## config.mk

```make
export PLATFORM = sky130hd
export DESIGN_NAME = apb_bus_master
export DESIGN_NICKNAME = d
export VERILOG_FILES = /design/src/rtl/apb_bus_master.sv
export SDC_FILE = /design/constraint.sdc
export NUM_CORES = 1
export LEC_CHECK = 0
export CAP_MARGIN = 0
export CORE_MARGIN = 4
export CORE_UTILIZATION = 40
export CTS_BUF_LIST = sky130_fd_sc_hd__clkbuf_4 sky130_fd_sc_hd__clkbuf_8
export DETAILED_ROUTE_END_ITERATION = 7
export GPL_TIMING_DRIVEN = 1
export HOLD_SLACK_MARGIN = 0.06
export PLACE_DENSITY = 0.87
export SETUP_SLACK_MARGIN = 0.3
export SLEW_MARGIN = 20
export SYNTH_ARGS = -nofsm -noshare
export SYNTH_HDL_FRONTEND = slang
export SYNTH_SLANG_ARGS = --single-unit
```

## constraint.sdc

```tcl
create_clock -name clk -period 2.9 [get_ports clk]
set_input_delay 0.435 -clock clk [delete_from_list [all_inputs] [get_ports clk]]
set_output_delay 0.435 -clock clk [all_outputs]
set_load 0.005 [all_outputs]
```

## src/rtl/apb_bus_master.sv

```systemverilog
// apb_bus_master: single-initiator APB bridge to GPIO (slave 0) and UART (slave 1) with wait-state timeout
module apb_bus_master #(
  parameter int TIMEOUT = 15
) (
  input  logic       clk,
  input  logic       rst_n,
  input  logic       req_valid,
  output logic       req_ready,
  input  logic       req_write,
  input  logic [2:0] req_addr,
  input  logic [7:0] req_wdata,
  output logic       rsp_valid,
  output logic [7:0] rsp_rdata,
  output logic       rsp_err,
  output logic [1:0] PSEL,
  output logic       PENABLE,
  output logic       PWRITE,
  output logic [1:0] PADDR,
  output logic [7:0] PWDATA,
  input  logic [7:0] PRDATA0,
  input  logic [7:0] PRDATA1,
  input  logic       PREADY0,
  input  logic       PREADY1
);
  localparam int CW = TIMEOUT > 0 ? $clog2(TIMEOUT + 1) : 1;
  localparam logic [CW-1:0] TO = CW'(TIMEOUT);
  typedef enum logic [1:0] {IDLE, SETUP, ACCESS} state_t;
  state_t state, state_nxt;
  logic idx, sel_ready, timeout, done, accept;
  logic [7:0] sel_data;
  logic [CW-1:0] cnt;
  always_comb begin
    sel_ready = idx ? PREADY1 : PREADY0;
    sel_data = idx ? PRDATA1 : PRDATA0;
    req_ready = rst_n && state == IDLE;
    accept = req_valid && req_ready;
    // abort on the edge that ends the TIMEOUT-th PREADY-low ACCESS cycle
    timeout = TIMEOUT != 0 && !sel_ready && cnt + CW'(1) == TO;
    done = state == ACCESS && (sel_ready || timeout);
    PSEL = state == IDLE ? 2'b00 : {idx, !idx};
    PENABLE = state == ACCESS;
    state_nxt = state == IDLE ? (accept ? SETUP : IDLE) :
                state == SETUP ? ACCESS : (done ? IDLE : ACCESS);
  end
  always_ff @(posedge clk) begin
    if (!rst_n) begin
      state <= IDLE;
      idx <= 1'b0;
      cnt <= '0;
      PWRITE <= 1'b0;
      PADDR <= 2'b00;
      PWDATA <= 8'h00;
      rsp_valid <= 1'b0;
      rsp_rdata <= 8'h00;
      rsp_err <= 1'b0;
    end else begin
      state <= state_nxt;
      rsp_valid <= done;
      if (accept) begin
        idx <= req_addr[2];
        PWRITE <= req_write;
        PADDR <= req_addr[1:0];
        PWDATA <= req_wdata;
        cnt <= '0;
      end else if (state == ACCESS && !sel_ready) begin
        cnt <= cnt + CW'(1);
      end
      if (done) begin
        rsp_rdata <= (sel_ready && !PWRITE) ? sel_data : 8'h00;
        rsp_err <= !sel_ready;
      end
    end
  end
endmodule

```

Word level (Yosys, flattened, before mapping)
Cells that the tools add are included.
{"block": "op_classes", "n_addsub": 1, "n_eq_ne": 3, "n_mux": 8, "bitwise_logic": 1, "n_reduce_logical": 12}
{"cell": "two-way mux 8 bit", "n": 2}
{"cell": "two-way mux 2 bit", "n": 4}
{"cell": "logical AND 1 bit", "n": 6}
{"cell": "adder 4 x 1 -> 4 bit, second input constant", "n": 1}
{"cell": "equality test 4 bit, second input constant", "n": 1}
{"cell": "zero test 1 bit", "n": 3}
{"cell": "equality test 2 x 1 -> 1 bit, second input constant", "n": 1}
{"cell": "equality test 2 bit, second input constant", "n": 1}
{"cell": "zero test 2 bit", "n": 1}
{"cell": "two-way mux 1 bit", "n": 2}
{"cell": "OR reduction 2 bit", "n": 1}
{"cell": "logical OR 1 bit", "n": 1}
{"cell": "inverter 1 bit", "n": 1}
{"block": "totals", "regBits": 28, "inputBits": 33, "output_inout_bits": 25, "word_cells": 34}

Longest topological paths before layout
Gate-level depths: netlist of the first run.
{"block": "depth", "ltp_word": 8, "ltp_mapped": 6, "mapped_depth_nobuf": 5}

Worst setup path before layout of the first run
No wires, ideal clock.
{"block": "synth_timing", "path_type": "reg2reg", "startpoint": "reg cnt[0]", "endpoint": "reg rsp_valid", "setup_ps": 126, "arrival_ps": 1187, "required_time_ps": 2774, "setup_slack_ps": 1587, "stages_incl_launch_ff": 6, "path_buffers": 0, "synth_period_minus_slack_ps": 1313, "cell_sequence": "dfxtp_1 ha_1 nor2b_1 a21oi_1 o211ai_2 nor2b_1"}
{"block": "synth_via", "elab_chain_len": 5}
{"element": "from (decl)", "line_no": "31", "rtl": "logic [CW-1:0] cnt;"}
{"element": "from (signal assigned)", "line_no": "66", "rtl": "cnt <= cnt + CW'(1);"}
{"element": "adder 4 x 1 -> 4 bit", "line_no": "38", "rtl": "timeout = TIMEOUT != 0 && !sel_ready && cnt + CW'(1) == TO;"}
{"element": "equality test 4 bit", "line_no": "38"}
{"element": "logical AND 1 bit", "line_no": "38"}
{"element": "logical OR 1 bit", "line_no": "39", "rtl": "done = state == ACCESS && (sel_ready || timeout);"}
{"element": "logical AND 1 bit", "line_no": "39"}
{"element": "to (signal assigned)", "line_no": "58", "rtl": "rsp_valid <= done;"}
{"element": "to (decl)", "line_no": "12", "rtl": "output logic rsp_valid,"}
No other way between the ends.
A chain may end at the register's enable or synchronous reset.

Worst setup path in the final report of the first run
{"block": "layout_timing", "startpoint": "reg state[1]", "endpoint": "out PENABLE"}
{"block": "layout_via", "elab_chain_len": 1}
{"element": "from (decl)", "line_no": "28", "rtl": "state_t state, state_nxt;"}
{"element": "from (signal assigned)", "line_no": "57", "rtl": "state <= state_nxt;"}
{"element": "equality test 2 bit", "line_no": "41", "rtl": "PENABLE = state == ACCESS;"}
{"element": "to (decl)", "line_no": "16", "rtl": "output logic PENABLE,"}
No other way between the ends.

==> results of run 1 <==
## registers in the layout, summed over array words and instances, names as in the netlist
| register | cells |
|---|---|
| PADDR | 2 |
| PWDATA | 8 |
| PWRITE | 1 |
| cnt | 4 |
| idx | 1 |
| rsp_err | 1 |
| rsp_rdata | 8 |
| rsp_valid | 1 |
| state | 2 |
## worst register-to-register path, delay by kind of cell (launching register included)
kind               cells  cell delay (ps)
DFF                    1              420
muxes                  1              660
and+or+nand+nor        1              240
AOI/OAI and AO/OA      1              380
## power groups by stage
stage	registers (W)	clock network [W]	logic (W)
final	0.000424	0.000194	0.000168
after global routing	0.000427	0.000217	0.000184
after CTS	0.000424	0.000196	0.000170
after detailed placement	0.000432	0	0.000169
after global placement	0.000431	0	0.000167
after floorplan	0.000430	0	0.0000714
## through the flow
step | hold slack (ps) | instances | total power [W] | cell area [sq um] | worst slack (ps)
floorplan | 445 | 158 | 0.000502 | 1280 | 1590
global placement | 435 | 251 | 0.000598 | 1870 | 768
detailed placement | 443 | 251 | 0.000601 | 1870 | 703
CTS | 461 | 255 | 0.000789 | 1910 | 674
global route | 486 | 255 | 0.000829 | 1910 | 556
finish | 456 | 255 | 0.000786 | 1910 | 669
## layer usage
metal | vias up | global-route usage
met5 | - | 0
met1 | 562 | 0.186
li1 | 656 | -
met4 | 0 | 0.0765
met3 | 7 | 0.0416
met2 | 44 | 0.259
## path summary, 6_finish.rpt
path / from / to / slack, ps / cells past startpoint
setup / recovery: state[1]$_SDFF_PP0_ / PENABLE / 670 / 3
hold / removal: PADDR[1]$_SDFFE_PN0P_ / PADDR[1]$_SDFFE_PN0P_ / 460 / 2
setup reg to reg: idx$_SDFFE_PN0P_ / rsp_valid$_SDFF_PN0_ / 1110 / 3
hold reg to reg: PADDR[1]$_SDFFE_PN0P_ / PADDR[1]$_SDFFE_PN0P_ / 460 / 2
## cell families (layout without fill, tap and decap cells)
family | Yosys count | in the layout | synth area share
AOI/OAI and AO/OA | 38 | 38 | 0.168
muxes | 10 | 10 | 0.0821
buffers and inverters | 14 | 67 | 0.0508
DFF | 28 | 28 | 0.438
adders and majority gates | 2 | 2 | 0.0195
xor gates and xnor gates | 2 | 2 | 0.0137
and+or+nand+nor | 64 | 64 | 0.228
## cell usage in the layout (no fill, tap or decap)
master	instances
nand3b_1	1
inv_1	2
o211ai_2	1
clkbuf_4	3
nand3_1	4
nor2b_1	4
ha_1	2
clkdlybuf4s50_1	57
nand2_1	36
and3_1	2
xor2_1	2
nor3_1	2
a22o_1	1
a31oi_1	8
inv_2	1
nor4_1	8
mux2i_1	8
mux2i_2	1
o21ai_1	21
buf_4	3
nor2_1	5
dfxtp_1	28
clkbuf_8	1
a21oi_1	4
mux2_2	1
a311oi_1	1
o21ai_0	2
nand2b_1	2
## area by class of cell
type | count | share of cell area
Sequential cell | 28 | 0.293
Timing Repair Buffer | 60 | 0.310
Multi-Input combinational cell | 116 | 0.343
Clock buffer | 4 | 0.0190
Inverter | 3 | 0.00589
Tap cell | 44 | 0.0288
==> impl_metrics.yaml, run 1 <==
cts:
  clock_sinks: 28
  clock-root-buffer: "clkbuf_4"
  cts_resized: 0
  hold_buffers: 0
  post_cts_buffers: 0
  cts.clk_slew.worst_paths_ps: 160
  htreeDepth: 1
  cts_tree: "yes"
  numCtsBuffers: 3
  clockBufferDepth: 2
  clock_latency_ps: 330
layout:
  areaGrowthSynthToFinish_pct: 49.3
  drive_gt1_frac: 0.0521
  final_util: 0.626
  diodes: 0
  register_area_sq_um: 561
  nets: 247
  multi_input_area_sq_um: 654
  num-fill-cells: 292
power:
  p_leak_nw: 0.672
  p_int_w: 0.000585
  ir_drop_uv: 283
  clockPowerShare: 0.246
  pwr-share-comb: 0.214
  power_density_nw_per_um2: 411
  p_seq_frac: 0.539
  switching_share: 0.255
  net-switching-power_w: 0.000201
yosys:
  synth_edf_count: 0
  yosysWarnings: 0
  synth_cell_types: 27
  synth_common_cells: "nand2_1, dfxtp_1, o21ai_1"
  async_reset_ff_frac: 0
  synthTopCellsByArea: "dfxtp_1, nand2_1, o21ai_1"
  syn_nets: 193
  synth_top_flop_cell: "dfxtp_1"
  netlist_instances: 158
  syn_area_sq_um: 1280
  yosysMostFrequentCell: "nand2_1"
  ys_seq_area_frac: 0.438
  yosys.area.top_type_share: 0.438
  synth_top_area_cell: "dfxtp_1"
  ys_ff_latch: 28
  avgSynthCellArea_sq_um: 8.10
detailed_routing:
  wl_per_cell_microns: 12.6
  wl_microns: 3220
  dr_wl_met2_microns: 1520
  via_count: 1269
  drt_iter0_markers: 39
  antenna_left: 0
  dr.pass1.iters: 4
  maxUsedRoutingLayer: "met4"
  wl_met3_microns: 209
  post_drt_via_cell_ratio: 4.98
  drcViolationCount: 0
  wl_met1_microns: 1440
floorplan:
  die_h_microns: 64.6
  io_pins: 58
  dieArea_sq_um: 4170
  core_sq_um: 3050
  initial_core_util: 0.419
  die_w_microns: 64.6
  rows: 20
critical_path:
  critPathSlowestCell: "clkdlybuf4s50_1"
  critical_path_class: "reg -> out"
  cp_num_buf_inv: 2
  arrival_ps: 1800
  crit_required_ps: 2470
  crit_chain: "nand2b_1 > inv_2 > clkdlybuf4s50_1"
  worst_setup_path_start_kind: "flip-flop"
  path_delay_family: "buffers and inverters"
  endpoint_kind: "output pin"
  path_max_fanout: 11
  slowest_delay_ps: 520
grt:
  gr-total-overflow: 0
  grt_pass1_vias: 1197
  antenna_found_initial: 0
  grt_max_degree: 34
  track_usage: 0.156
  grt_pass1_wl_microns: 5220
timing:
  finalSetupTns_ps: 0
  rsz0062_at_grt: "no"
  finalMaxSlewViolations: 0
  timing.slew.headroom: 0.513
  finClkSkew_ps: 11.9
  fin_crit_sh: 0.769
  worst_pin_slew_ps: 717
  setup_viol: 0
  period_minus_slack_ps: 2230
  hold_viol: 0
  fmax_ghz: 0.448
worst_hold_path:
  hp-class: "reg -> reg"
outcome:
  status: "finished, final reports clean"
placed_design:
  dp_hpwl_microns: 2370
  portBuffers: 57
  place.gp.congestion: 0.857
flow_run:
  maxCapViolCount: 0
Power figures use the tool's default switching activity.
==> inputs of run 2 (changes only) <==
==> constraint.sdc (replaced) <==
create_clock -name clk -period 2.2 [get_ports clk]
set_input_delay 0.33 -clock clk [delete_from_list [all_inputs] [get_ports clk]]
set_output_delay 0.33 -clock clk [all_outputs]
set_load 0.005 [all_outputs]
==> impl_metrics.yaml, run 2 (same netlist as run 1, synthesis figures left out) <==
detailed_routing:
  wl_per_cell_microns: 12.4
  post_drt_via_cell_ratio: 4.98
  drcViolationCount: 0
  wl_microns: 3210
  antenna_left: 0
  drt_iter0_markers: 41
  via_count: 1286
  dr.pass1.iters: 4
critical_path:
  worst-r2r-cell-count: 5
  critical_path_class: "reg -> out"
  endpoint_kind: "output pin"
  path_delay_family: "buffers and inverters"
  arrival_ps: 1460
  slowest_delay_ps: 510
  critPathSlowestCell: "clkdlybuf4s50_1"
  cp_num_buf_inv: 1
  critical_path_depth: 2
  r2r_slack_ps: 640
  crit_required_ps: 1870
  worst_setup_path_start_kind: "flip-flop"
  crit_chain: "nor2b_1 > clkdlybuf4s50_1"
  path_max_fanout: 5
grt:
  antenna_found_initial: 0
  grt_max_degree: 34
  track_usage: 0.156
  grt_pass1_wl_microns: 5260
  gr-total-overflow: 0
  grt_pass1_vias: 1193
timing:
  worst_pin_slew_ps: 459
  finalMaxSlewViolations: 0
  holdWs_ps: 455
  worst_slack_ps: 407
  finalSetupTns_ps: 0
  timing.slew.headroom: 0.693
  fmax_ghz: 0.558
  period_minus_slack_ps: 1790
  hold_viol: 0
  fin_crit_sh: 0.815
  setup_viol: 0
  finClkSkew_ps: 1.60
  rsz0062_at_grt: "no"
placed_design:
  placedCellCount: 253
  dp_hpwl_microns: 2460
  place.gp.congestion: 0.893
  portBuffers: 57
  pre_cts_ws_ps: 171
  place_area_sq_um: 1890
floorplan:
  io_pins: 58
  core_sq_um: 3050
  rows: 20
  die_h_microns: 64.6
  initial_core_util: 0.419
  dieArea_sq_um: 4170
  die_w_microns: 64.6
cts:
  cts_tree: "yes"
  hold_buffers: 0
  clock_latency_ps: 320
  numCtsBuffers: 3
  clock_sinks: 28
  htreeDepth: 1
  cts.clk_slew.worst_paths_ps: 150
  clock-root-buffer: "clkbuf_4"
  clockBufferDepth: 2
layout:
  areaGrowthSynthToFinish_pct: 52.6
  final_cell_mix: "clkdlybuf4s50_1, nand2_1, dfxtp_1"
  register_area_sq_um: 562
  drive_gt1_frac: 0.0701
  reg.largest.list: "PWDATA (8), rsp_rdata (8), cnt (4)"
  multi_input_area_sq_um: 654
  diodes: 0
  num-fill-cells: 277
  fin_area_sq_um: 1950
  fin_cells: 258
  nets: 250
  layout_commonest_cell: "clkdlybuf4s50_1"
power:
  power_density_nw_per_um2: 575
  ir_drop_uv: 368
  p_leak_nw: 0.706
flow_run:
  maxCapViolCount: 0
worst_hold_path:
  min_path_cells: 2
  hp-class: "reg -> reg"
outcome:
  status: "finished, final reports clean"
[run 2: final timing paths]
check | startpoint | endpoint
hold reg to reg | PWDATA[1]$_SDFFE_PN0P_ | PWDATA[1]$_SDFFE_PN0P_
setup reg to reg | cnt[1]$_SDFFE_PP0P_ | rsp_rdata[1]$_SDFFE_PN0P_
hold / removal | PWDATA[1]$_SDFFE_PN0P_ | PWDATA[1]$_SDFFE_PN0P_
setup / recovery | idx$_SDFFE_PN0P_ | PSEL[1]
[run 2: final cells by class]
| cell class | count | share of cell area |
|---|---|---|
| clock inverter | 1 | 0.0154 |
| tap | 44 | 0.0282 |
| clock buffer | 3 | 0.0115 |
| multi-input combinational | 116 | 0.335 |
| sequential | 28 | 0.288 |
| inverter | 3 | 0.00577 |
| timing repair buffer | 63 | 0.316 |
[run 2: stage by stage]
stage | power, W | utilization
after floorplan | 0.000661 | -
after global placement | 0.000794 | 0.619
after detailed placement | 0.000799 | 0.619
after CTS | 0.00114 | 0.636
after global routing | 0.00118 | 0.640
final | 0.00112 | 0.640
[run 2: report_power, final]
group	switching (W)	internal, W
registers	0.0000239	0.000536
clock network	0.000150	0.000184
logic	0.0000901	0.000138
total	0.000264	0.000858
[run 2: what timing repair did]
action                                  in CTS  in global routing
setup buffers                                0                  1
endpoints found under the setup margin       0                  3
gates resized for setup                      0                  2
[run 2: routing by layer]
layer,track usage,vias to the layer above,part of all wire
li1,-,663,-
met1,0.186,576,0.43
met2,0.269,43,0.48
met3,0.0503,4,0.083
met5,0,-,0
met4,0.0396,0,0.0090
[run 2: worst reg2reg max path: cells and delay by family (launching register included)]
kind,cells,cell delay [ps]
AOI/OAI and AO/OA,3,640
adders and majority gates,1,240
and+or+nand+nor,1,150
DFF,1,430
==> inputs of run 3 (changes only) <==
==> constraint.sdc (replaced) <==
create_clock -name clk -period 1.68 [get_ports clk]
set_input_delay 0.252 -clock clk [delete_from_list [all_inputs] [get_ports clk]]
set_output_delay 0.252 -clock clk [all_outputs]
set_load 0.005 [all_outputs]
==> impl_metrics.yaml, run 3 (same netlist as run 1, synthesis figures left out) <==
cts:
  clock-root-buffer: "clkbuf_4"
  clockBufferDepth: 2
  clock_latency_ps: 330
  cts_tree: "yes"
  clock_sinks: 28
  htreeDepth: 1
  numCtsBuffers: 3
  hold_buffers: 0
  cts.clk_slew.worst_paths_ps: 160
layout:
  final_cell_mix: "nand2_1, clkdlybuf4s50_1, dfxtp_2"
  reg.largest.list: "PWDATA (8), rsp_rdata (8), cnt (4)"
  final_util: 0.730
  drive_gt1_frac: 0.335
  nets: 269
  fin_area_sq_um: 2230
  layout_commonest_cell: "nand2_1"
  diodes: 0
  areaGrowthSynthToFinish_pct: 74.2
detailed_routing:
  maxUsedRoutingLayer: "met4"
  wl_met1_microns: 1670
  drcViolationCount: 0
  wl_per_cell_microns: 15.4
  wl_met3_microns: 315
  via_count: 1444
  antenna_left: 0
  dr_wl_met2_microns: 2190
  post_drt_via_cell_ratio: 5.21
  dr.pass1.iters: 4
  wl_microns: 4250
  drt_iter0_markers: 104
timing:
  fin_crit_sh: 0.837
  finalSetupTns_ps: 0
  finClkSkew_ps: 22.3
  hold_viol: 0
  rsz0062_at_grt: "yes"
  fmax_ghz: 0.711
  finalMaxSlewViolations: 0
  period_minus_slack_ps: 1410
  setup_viol: 0
  timing.slew.headroom: 0.793
  worst_pin_slew_ps: 308
grt:
  grt_pass1_vias: 1354
  grt_pass1_wl_microns: 6450
  antenna_found_initial: 0
  grt_max_degree: 26
  track_usage: 0.201
  gr-total-overflow: 0
critical_path:
  critical_path_class: "reg -> reg"
  crit_required_ps: 1920
  arrival_ps: 1650
  r2r_slack_ps: 270
  endpoint_kind: "flip-flop"
  path_max_fanout: 13
  worst_setup_path_start_kind: "flip-flop"
  critPathSlowestCell: "dfxtp_4"
  slowest_delay_ps: 430
  crit_chain: "mux2i_4 > buf_8 > nand3_1 > xor2_1 > nor2_1"
placed_design:
  dp_hpwl_microns: 2550
  portBuffers: 57
  place_area_sq_um: 1910
  place.gp.congestion: 0.827
floorplan:
  dieArea_sq_um: 4170
  io_pins: 58
  rows: 20
  die_h_microns: 64.6
  initial_core_util: 0.419
  die_w_microns: 64.6
  core_sq_um: 3050
worst_hold_path:
  hp-class: "in -> reg"
power:
  ir_drop_uv: 478
  p_leak_nw: 0.915
  power_density_nw_per_um2: 637
  power_w: 0.00142
outcome:
  status: "finished, final reports clean"
flow_run:
  maxCapViolCount: 0
## run 3: cell count changes in the layout (fill, tap and decap cells not counted), moves of 3 or more
cell / before / now
buf_4: 6 / 20
nor4_1: 8 / 5
buf_2: 0 / 3
clkdlybuf4s50_1: 56 / 31
dfxtp_2: 1 / 23
dlygate4sd2_1: 0 / 21
dfxtp_4: 0 / 3
dfxtp_1: 27 / 2
buf_6: 0 / 3
## run 3: repair_timing
action | CTS | global route
pin swaps | 4 | 4
gates cloned | 1 | 0
setup endpoints to repair | 38 | 18
gates resized for setup | 70 | 26
buffers inserted | 12 | 4
## run 3: per-stage QoR
step / instances / hold slack [ps] / setup slack, ps
4_1_cts: 273 / 429 / 212
3_5_place_dp: 256 / 440 / -78.0
6_report: 277 / 331 / 274
5_1_grt: 277 / 345 / 239
3_3_place_gp: 256 / 436 / -63.6
2_1_floorplan: 158 / 367 / 367
## run 3: per-layer routing
metal	track usage	up-vias
li1	-	710
met1	0.221	653
met2	0.345	73
met3	0.0693	8
met4	0.0950	0
met5	0	-
## run 3: final timing paths
check / startpoint / end / cells after the start
worst max-delay path: idx$_SDFFE_PN0P_ / cnt[2]$_SDFFE_PP0P_ / 5
worst min-delay path: rst_n / PWDATA[7]$_SDFFE_PN0P_ / 4
worst max register to register: idx$_SDFFE_PN0P_ / cnt[2]$_SDFFE_PP0P_ / 5
worst min register to register: PWDATA[0]$_SDFFE_PN0P_ / PWDATA[0]$_SDFFE_PN0P_ / 2
## run 3: worst max-delay path: cells and delay by family (launching register included)
| family | cells | cell delay [ps] |
|---|---|---|
| buffers and inverters | 1 | 190 |
| XOR/XNOR | 1 | 220 |
| AND/OR/NAND/NOR | 2 | 180 |
| multiplexers | 1 | 290 |
| flip-flops | 1 | 430 |
## run 3: final cells by class
cell class                 instances  area [sq um]
clock buffer                       4          36.3
fill                             228           823
timing repair buffer              81           726
tap                               44          55.1
sequential                        28           601
multi-input combinational        117           801
inverter                           3          11.3
## run 3: report_power, final
| group | total, W | internal [W] | switching [W] | leakage (nW) |
|---|---|---|---|---|
| logic | 0.000360 | 0.000202 | 0.000158 | 0.653 |
| clock network | 0.000326 | 0.000133 | 0.000194 | 0.0210 |
| registers | 0.000734 | 0.000706 | 0.0000272 | 0.241 |
